<file path="config.mk">
export PLATFORM = sky130hd
export DESIGN_NAME = acc_fir_engine_flat
export DESIGN_NICKNAME = d
export VERILOG_FILES = /design/src/rtl/acc_fir_pkg.sv /design/src/rtl/acc_fir_engine_if.sv /design/src/rtl/acc_fir_delay_line.sv /design/src/rtl/acc_fir_engine.sv /design/src/flat_wrapper.sv
export SDC_FILE = /design/constraint.sdc
export NUM_CORES = 2
export LEC_CHECK = 0
export ABC_AREA = 1
export BUFFER_PORTS_ARGS = -buffer_cell sky130_fd_sc_hd__buf_2
export CAP_MARGIN = 20
export CORE_ASPECT_RATIO = 0.6
export CORE_MARGIN = 4
export CORE_UTILIZATION = 55
export DETAILED_ROUTE_END_ITERATION = 10
export PLACE_DENSITY = 0.83
export SETUP_SLACK_MARGIN = 0.4
export SYNTH_ARGS = -nofsm -noshare
export SYNTH_HDL_FRONTEND = slang
export SYNTH_SLANG_ARGS = --single-unit
</file>
<file path="constraint.sdc">
create_clock -name wb_clk_i -period 8.1 [get_ports wb_clk_i]
set_input_delay 0.405 -clock wb_clk_i [delete_from_list [all_inputs] [get_ports wb_clk_i]]
set_output_delay 0.405 -clock wb_clk_i [all_outputs]
set_load 0.03 [all_outputs]
</file>
<file path="src/rtl/acc_fir_pkg.sv">
// Shared types and defaults for the streaming FIR accelerator feeding the DMA result FIFO.
package acc_fir_pkg;

  localparam int DEFAULT_NUM_TAPS   = 11;
  localparam int DEFAULT_DATA_WIDTH = 32;
  localparam int DEFAULT_LEN_WIDTH  = 16;

  typedef enum logic [2:0] {
    IDLE,
    WAIT_X,
    MAC,
    OUT,
    DONE
  } state_e;

  // Width of a tap index; a single-tap filter still needs a 1-bit counter.
  function automatic int idx_width(input int num_taps);
    return (num_taps > 1) ? $clog2(num_taps) : 1;
  endfunction

endpackage

</file>
<file path="src/rtl/acc_fir_engine_if.sv">
// Sample input stream and push-only result stream of the FIR engine.
interface acc_fir_engine_if #(
  parameter int DATA_WIDTH = acc_fir_pkg::DEFAULT_DATA_WIDTH
);

  logic                  x_valid_i;
  logic                  x_ready_o;
  logic [DATA_WIDTH-1:0] x_data_i;
  logic                  acc_data_valid_o;
  logic [DATA_WIDTH-1:0] acc_data_o;
  logic                  acc_last_o;

  modport slave (
    input  x_valid_i,
    input  x_data_i,
    output x_ready_o,
    output acc_data_valid_o,
    output acc_data_o,
    output acc_last_o
  );

  modport master (
    output x_valid_i,
    output x_data_i,
    input  x_ready_o,
    input  acc_data_valid_o,
    input  acc_data_o,
    input  acc_last_o
  );

endinterface

</file>
<file path="src/rtl/acc_fir_delay_line.sv">
// NUM_TAPS-deep sample shift register with synchronous clear and an indexed read port.
module acc_fir_delay_line
  import acc_fir_pkg::*;
#(
  parameter int NUM_TAPS   = DEFAULT_NUM_TAPS,
  parameter int DATA_WIDTH = DEFAULT_DATA_WIDTH,
  parameter int IDX_W      = idx_width(NUM_TAPS)
) (
  input  logic                  wb_clk_i,
  input  logic                  wb_rst_i,
  input  logic                  clr_i,
  input  logic                  shift_i,
  input  logic [DATA_WIDTH-1:0] din_i,
  input  logic [IDX_W-1:0]      rd_idx_i,
  output logic [DATA_WIDTH-1:0] rd_data_o
);

  logic [DATA_WIDTH-1:0] taps_q [NUM_TAPS];
  logic [DATA_WIDTH-1:0] taps_d [NUM_TAPS];

  always_comb begin
    // NOTE: default every comb output first; a path that leaves one unassigned infers a latch.
    taps_d = taps_q;
    if (clr_i) begin
      for (int k = 0; k < NUM_TAPS; k++) taps_d[k] = '0;
    end else if (shift_i) begin
      taps_d[0] = din_i;
      for (int k = 1; k < NUM_TAPS; k++) taps_d[k] = taps_q[k-1];
    end
  end

  // NOTE: these are discrete flops, not a RAM macro, so they take a reset like any other state.
  always_ff @(posedge wb_clk_i) begin
    if (wb_rst_i) begin
      for (int k = 0; k < NUM_TAPS; k++) taps_q[k] <= '0;
    end else begin
      // NOTE: non-blocking so every flop samples the pre-edge values of its neighbours.
      taps_q <= taps_d;
    end
  end

  assign rd_data_o = taps_q[rd_idx_i];

endmodule

</file>
<file path="src/rtl/acc_fir_engine.sv">
// Streaming FIR accelerator: one shared MAC walks the taps per sample and pushes y[n] to the DMA.
module acc_fir_engine
  import acc_fir_pkg::*;
#(
  parameter int DATA_WIDTH = DEFAULT_DATA_WIDTH,
  parameter int NUM_TAPS   = DEFAULT_NUM_TAPS,
  parameter int LEN_WIDTH  = DEFAULT_LEN_WIDTH
) (
  input  logic                             wb_clk_i,
  input  logic                             wb_rst_i,
  input  logic                             tap_we_i,
  input  logic [idx_width(NUM_TAPS)-1:0]   tap_idx_i,
  input  logic [DATA_WIDTH-1:0]            tap_data_i,
  input  logic [LEN_WIDTH-1:0]             len_i,
  input  logic                             start_i,
  output logic                             busy_o,
  output logic                             done_o,
  acc_fir_engine_if.slave                  s_if
);

  localparam int IDX_W = idx_width(NUM_TAPS);
  localparam logic [IDX_W-1:0] LAST_TAP = IDX_W'(NUM_TAPS - 1);

  state_e                state_q, state_d;
  logic [DATA_WIDTH-1:0] acc_q, acc_d;
  logic [DATA_WIDTH-1:0] result_q, result_d;
  logic [IDX_W-1:0]      cnt_q, cnt_d;
  logic [LEN_WIDTH-1:0]  rem_q, rem_d;
  logic [DATA_WIDTH-1:0] coef_q [NUM_TAPS];
  logic [DATA_WIDTH-1:0] coef_d [NUM_TAPS];

  logic                  dl_clr, dl_shift;
  logic [DATA_WIDTH-1:0] dl_rd_data;
  logic                  tap_ok;
  logic                  x_ready, out_valid, out_last, busy, done;

  acc_fir_delay_line #(
    .NUM_TAPS  (NUM_TAPS),
    .DATA_WIDTH(DATA_WIDTH),
    .IDX_W     (IDX_W)
  ) u_delay_line (
    .wb_clk_i (wb_clk_i),
    .wb_rst_i (wb_rst_i),
    .clr_i    (dl_clr),
    .shift_i  (dl_shift),
    .din_i    (s_if.x_data_i),
    .rd_idx_i (cnt_q),
    .rd_data_o(dl_rd_data)
  );

  // The coefficient bank is frozen for the whole run; out-of-range indices are dropped.
  assign tap_ok = tap_we_i && (state_q == IDLE) && (32'(tap_idx_i) < NUM_TAPS);

  always_comb begin
    state_d   = state_q;
    acc_d     = acc_q;
    result_d  = result_q;
    cnt_d     = cnt_q;
    rem_d     = rem_q;
    coef_d    = coef_q;
    dl_clr    = 1'b0;
    dl_shift  = 1'b0;
    x_ready   = 1'b0;
    out_valid = 1'b0;
    out_last  = 1'b0;
    busy      = 1'b0;
    done      = 1'b0;

    if (tap_ok) coef_d[tap_idx_i] = tap_data_i;

    case (state_q)
      IDLE: begin
        if (start_i) begin
          dl_clr  = 1'b1;
          acc_d   = '0;
          rem_d   = len_i;
          state_d = (len_i == '0) ? DONE : WAIT_X;
        end
      end
      WAIT_X: begin
        busy    = 1'b1;
        x_ready = 1'b1;
        if (s_if.x_valid_i) begin
          dl_shift = 1'b1;
          acc_d    = '0;
          cnt_d    = '0;
          state_d  = MAC;
        end
      end
      MAC: begin
        busy  = 1'b1;
        // Products and the running sum both wrap modulo 2^DATA_WIDTH.
        acc_d = acc_q + (coef_q[cnt_q] * dl_rd_data);
        cnt_d = cnt_q + IDX_W'(1);
        if (cnt_q == LAST_TAP) begin
          result_d = acc_d;
          state_d  = OUT;
        end
      end
      OUT: begin
        busy      = 1'b1;
        out_valid = 1'b1;
        out_last  = (rem_q == LEN_WIDTH'(1));
        rem_d     = rem_q - LEN_WIDTH'(1);
        state_d   = (rem_q == LEN_WIDTH'(1)) ? DONE : WAIT_X;
      end
      DONE: begin
        done    = 1'b1;
        state_d = IDLE;
      end
      default: state_d = IDLE;
    endcase
  end

  always_ff @(posedge wb_clk_i) begin
    if (wb_rst_i) begin
      state_q  <= IDLE;
      acc_q    <= '0;
      result_q <= '0;
      cnt_q    <= '0;
      rem_q    <= '0;
      for (int k = 0; k < NUM_TAPS; k++) coef_q[k] <= '0;
    end else begin
      state_q  <= state_d;
      acc_q    <= acc_d;
      result_q <= result_d;
      cnt_q    <= cnt_d;
      rem_q    <= rem_d;
      coef_q   <= coef_d;
    end
  end

  assign busy_o                = busy;
  assign done_o                = done;
  assign s_if.x_ready_o        = x_ready;
  assign s_if.acc_data_valid_o = out_valid;
  assign s_if.acc_data_o       = result_q;
  assign s_if.acc_last_o       = out_last;

endmodule

</file>
<file path="src/flat_wrapper.sv">
// flat-port wrapper written by rule: the top's interface ports become plain ports
module acc_fir_engine_flat import acc_fir_pkg::*;
#(
  parameter int DATA_WIDTH = DEFAULT_DATA_WIDTH,
  parameter int NUM_TAPS   = DEFAULT_NUM_TAPS,
  parameter int LEN_WIDTH  = DEFAULT_LEN_WIDTH
)
  (wb_clk_i, wb_rst_i, tap_we_i, tap_idx_i, tap_data_i, len_i, start_i, busy_o, done_o, s_if_x_valid_i, s_if_x_data_i, s_if_x_ready_o, s_if_acc_data_valid_o, s_if_acc_data_o, s_if_acc_last_o);
  acc_fir_engine_if #(.DATA_WIDTH(DATA_WIDTH)) s_if_i ();
  input  logic wb_clk_i;
  input  logic wb_rst_i;
  input  logic tap_we_i;
  input  logic [idx_width(NUM_TAPS)-1:0] tap_idx_i;
  input  logic [DATA_WIDTH-1:0] tap_data_i;
  input  logic [LEN_WIDTH-1:0] len_i;
  input  logic start_i;
  output logic busy_o;
  output logic done_o;
  input wire logic [$bits(s_if_i.x_valid_i)-1:0] s_if_x_valid_i;
  input wire logic [$bits(s_if_i.x_data_i)-1:0] s_if_x_data_i;
  output wire logic [$bits(s_if_i.x_ready_o)-1:0] s_if_x_ready_o;
  output wire logic [$bits(s_if_i.acc_data_valid_o)-1:0] s_if_acc_data_valid_o;
  output wire logic [$bits(s_if_i.acc_data_o)-1:0] s_if_acc_data_o;
  output wire logic [$bits(s_if_i.acc_last_o)-1:0] s_if_acc_last_o;
  assign s_if_i.x_valid_i = s_if_x_valid_i;
  assign s_if_i.x_data_i = s_if_x_data_i;
  assign s_if_x_ready_o = s_if_i.x_ready_o;
  assign s_if_acc_data_valid_o = s_if_i.acc_data_valid_o;
  assign s_if_acc_data_o = s_if_i.acc_data_o;
  assign s_if_acc_last_o = s_if_i.acc_last_o;
  acc_fir_engine #(.DATA_WIDTH(DATA_WIDTH), .NUM_TAPS(NUM_TAPS), .LEN_WIDTH(LEN_WIDTH)) u_core (.wb_clk_i(wb_clk_i), .wb_rst_i(wb_rst_i), .tap_we_i(tap_we_i), .tap_idx_i(tap_idx_i), .tap_data_i(tap_data_i), .len_i(len_i), .start_i(start_i), .busy_o(busy_o), .done_o(done_o), .s_if(s_if_i));
endmodule
</file>
==> results.md <==
* Clock sinks at around 790
* Commonest non-fill, non-tap cell in the layout: nand2_1
* Status: finished clean
* Clock Tree Buf Depth at 3
* Critical Path Source: u_core.cnt_q[0]$_SDFFE_PP0P_
* Synth Area in Adders at between 10% and 20%
* Hold worst-path end: u_core.u_delay_line.taps_q[324]$_SDFFE_PP0P_
* Total power at 11.4 mW
* Largest net degree at the start of global routing at 242
* Final Cycle Share at between 90 and 100%
* Placed Cells at 8353
* Core area at 92800 um^2
* Critical register-to-register path startpoint: u_core.cnt_q[0]$_SDFFE_PP0P_
* Clock power share at 32.4%
* FF-to-FF path depth at 36
* Critical path data arrival time at 8660 ps
* Post-synthesis simple-gate area fraction at between 15 and 20%
* RR Endpoint: u_core.s_if.acc_data_o[30]$_SDFFE_PP0P_
* #FFs+latches synth at just under 800
* Hold Crit Class: in -> reg
* Clk_lat worst skew at 680 ps
* Vias/cell at roughly 5.7
* Final hold slack at just over 7 ps
* Sw frac at about a third
* Die W at approximately 400 um
* Port Buffer Count at 125
* Worst Setup Start Kind: register
* Count of cell types in the netlist at 44
* Critical path's largest stage delay at between 500 and 600 ps
* 1st-pass router iterations at 9
* Vias in the first global route at roughly 46000
* Post-route DRC violation count at 0
* Ys async rst share at 0%
* GRT Util Overall at 31.0%
* CTS root buffer: clkbuf_16
* Maximum VDD drop at just over 0.2 mV
* Crit-path leading delay family: adder cells
* Mapped Area at between 50000 and 60000 um^2
* CP Capture Type: register
* Leak pwr at 27.4 nW
* Crit path max fanout at 23
* Mapped Cells at between 7000 and 8000
* WL per Instance at 19.6 um
* Worst Tran Pin Value at around 1100 ps
* Register area at 15800 um^2
* CTS tree: yes
* Detailed placement HPWL at roughly 110000 um
* Die Y at approximately 250 um
* Power share of the combinational group at 31.8%
* Minimum clock period at roughly 8100 ps
* Hold path depth at 3
* DRT antenna net count at 0
* DR iter-0 viols at slightly above 7000
* Area of the multi-input gates at between 30000 and 40000 um^2
* Syn avg cell area at 7.18 um^2
* Unrepaired setup endpoints after global routing: true
* Inserted Clock Buffers at 75
* Die ar. at ~100000 um^2
* Share of cells above drive strength 1 at about 13%
* Syn Nets at ~7900
* Synth Flop Type: dfxtp_1
* Global route total overflow at 0
* P&R area growth vs syn at 16.9%
* Warnings from Yosys at 0
* Antenna violations before repair at 15
* Worst Skew at between 40 and 50 ps
* Internal power at around 7.4 mW
* Largest family of logic cells by synthesized area: adder cells
* R2R Setup Slk at roughly 7 ps
* Most frequent cells in the layout: 1720 x nand2_1, 1312 x inv_1, 788 x dfxtp_1
* Worst path required time at approximately 8700 ps
* Setup Crit Path Kind: reg -> reg
* Switching pwr at roughly 4 mW
* Final hold viol count at 0
* Num rows at 86
* Sequential share of the synthesized area at between 30% and 40%
* Clock transition at the registers of the reported paths at around 80 ps
* FMAX at about 120 MHz
* PD cells at between 150 and 200 nW/um^2
* Worst Path Buf+Inv at 13
* Final Routed Wirelength at between 150000 and 200000 um
* # Max-Cap Violations at 0
* Sequential power share at 35.8%
* Final setup fails at 0
* Initial Util at 56.0%
* Via count at roughly 49000
* Synth Area in XOR/XNOR at less than 1%
* Final Max Tran Viols at 0
* Nets at approximately 8000
* RePlAce Congestion at 0.978
* H-tree depth at 3
* Proportion of synthesized area in mux cells at 0%
* IO Pins at 126
* CP dominant cell by count: fa_1
* First-pass GRT wire length at 247000 um
* Post-synth EDFFs at 0
* Non-Filler Instances at approximately 8600
* Complex-gate fraction of the synthesized area at around 15%
* HP Start: s_if_x_data_i[4]
* FILL cells at 7165
* Rel. slew slack at between 20 and 30%
* Slowest stage cell on the critical path: fa_1
[per-layer routing]
layer	vias up	global-route usage, %	part of all wire (%)
met5	-	0	0.075
met4	14	10.1	4.4
met2	3134	44.9	42
li1	22600	-	-
met3	537	10.6	15
met1	23100	43.4	39
[through the flow]
| stage | setup WS [ps] | instance area (um^2) | TNS [ps] | util (%) |
|---|---|---|---|---|
| 6_report | 6.95 | 60700 | 0 | 65.5 |
| 5_1_grt | -185 | 60700 | -1050 | 65.5 |
| 4_1_cts | 104 | 58000 | 0 | 62.5 |
| 3_5_place_dp | -75.2 | 54500 | -116 | 58.8 |
| 3_3_place_gp | -39.1 | 54500 | -85.9 | 58.8 |
| 2_1_floorplan | 403 | 52000 | 0 | - |
[cell type report]
type | count | area share (%)
Multi-Input combinational cell | 4593 | 49.5
Inverter | 1359 | 8.46
Antenna cell | 8 | 0.0330
Clock buffer | 98 | 3.43
Sequential cell | 791 | 26.1
Clock inverter | 34 | 0.709
Timing Repair Buffer | 527 | 9.21
Tap cell | 1232 | 2.54
[power groups by stage]
| stage | sequential, mW | clock [mW] | combinational (mW) |
|---|---|---|---|
| after floorplan | 4.15 | 0 | 1.79 |
| after global placement | 4.17 | 0 | 2.79 |
| after detailed placement | 4.17 | 0 | 2.85 |
| after CTS | 4.09 | 3.70 | 2.97 |
| after global routing | 4.10 | 3.87 | 3.87 |
| final | 4.09 | 3.70 | 3.64 |
[flip-flops by register name, indices dropped and copies added, names as in the netlist]
signal / count
u_core.acc_q: 32
u_core.cnt_q: 4
u_core.coef_q: 352
u_core.rem_q: 16
u_core.s_if.acc_data_o: 32
u_core.state_q: 3
u_core.u_delay_line.taps_q: 352
[worst max path at each step]
stage | to | slack, ps | depth (start not counted)
CTS | u_core.s_if.acc_data_o[30]$_SDFFE_PP0P_ | 100 | 34
global route | u_core.acc_q[30]$_SDFFE_PP0P_ | -190 | 35
floorplan | u_core.s_if.acc_data_o[30]$_SDFFE_PP0P_ | 400 | 36
global placement | u_core.s_if.acc_data_o[30]$_SDFFE_PP0P_ | -40 | 32
finish | u_core.s_if.acc_data_o[30]$_SDFFE_PP0P_ | 7 | 36
detailed placement | u_core.s_if.acc_data_o[30]$_SDFFE_PP0P_ | -80 | 33
[worst register-to-register path, delay by kind of cell (launching register included)]
kind                     cells  cell delay, ps
AO/OA/AOI/OAI                7            1080
XOR/XNOR                     1             150
adder cells (fa/ha/maj)      9            4090
buffers and inverters       13            1450
flip-flops                   1             400
AND/OR/NAND/NOR              6             800
[Yosys cell counts, types with 7 or more instances]
| cell | instances | share of area, % |
|---|---|---|
| xnor2_1 | 12 | 0.20 |
| buf_6 | 25 | 0.54 |
| or2_2 | 9 | 0.11 |
| o2111ai_1 | 8 | 0.13 |
| buf_2 | 64 | 0.62 |
| inv_1 | 1351 | 9.8 |
| ha_1 | 128 | 3.1 |
| nand2_1 | 1779 | 13 |
| dfxtp_1 | 791 | 30 |
| nand3b_1 | 15 | 0.22 |
| nand3_1 | 267 | 2.6 |
| xor2_1 | 27 | 0.46 |
| fa_1 | 438 | 17 |
| o22ai_1 | 12 | 0.14 |
| nor2_1 | 351 | 2.5 |
| nand2_2 | 22 | 0.26 |
| nand4_1 | 85 | 1.0 |
| nor3_1 | 11 | 0.11 |
| a21oi_1 | 655 | 6.3 |
| o21ai_0 | 498 | 4.8 |
| buf_4 | 19 | 0.27 |
| nor4_1 | 7 | 0.084 |
| o21ai_1 | 40 | 0.39 |
| clkbuf_1 | 351 | 2.5 |
| buf_1 | 30 | 0.22 |
| o211ai_1 | 34 | 0.49 |
| a211oi_1 | 163 | 2.4 |
[logic make-up (layout without fill, tap and decap cells)]
kind of cell / count (synthesis) / count (layout)
XOR/XNOR: 39 / 39
other: 0 / 8
buffers and inverters: 1848 / 2018
adder cells (fa/ha/maj): 566 / 566
AND/OR/NAND/NOR: 2552 / 2552
AO/OA/AOI/OAI: 1436 / 1436
flip-flops: 791 / 791
[timing repair]
action                     CTS  global route
resized for setup           88           362
setup buffers               17            91
pin swaps                   29            86
hold buffers                 7             0
setup endpoints to repair   29            35
gates cloned                 9            23
hold endpoints to repair     7             0
Power figures use the tool's default switching activity.
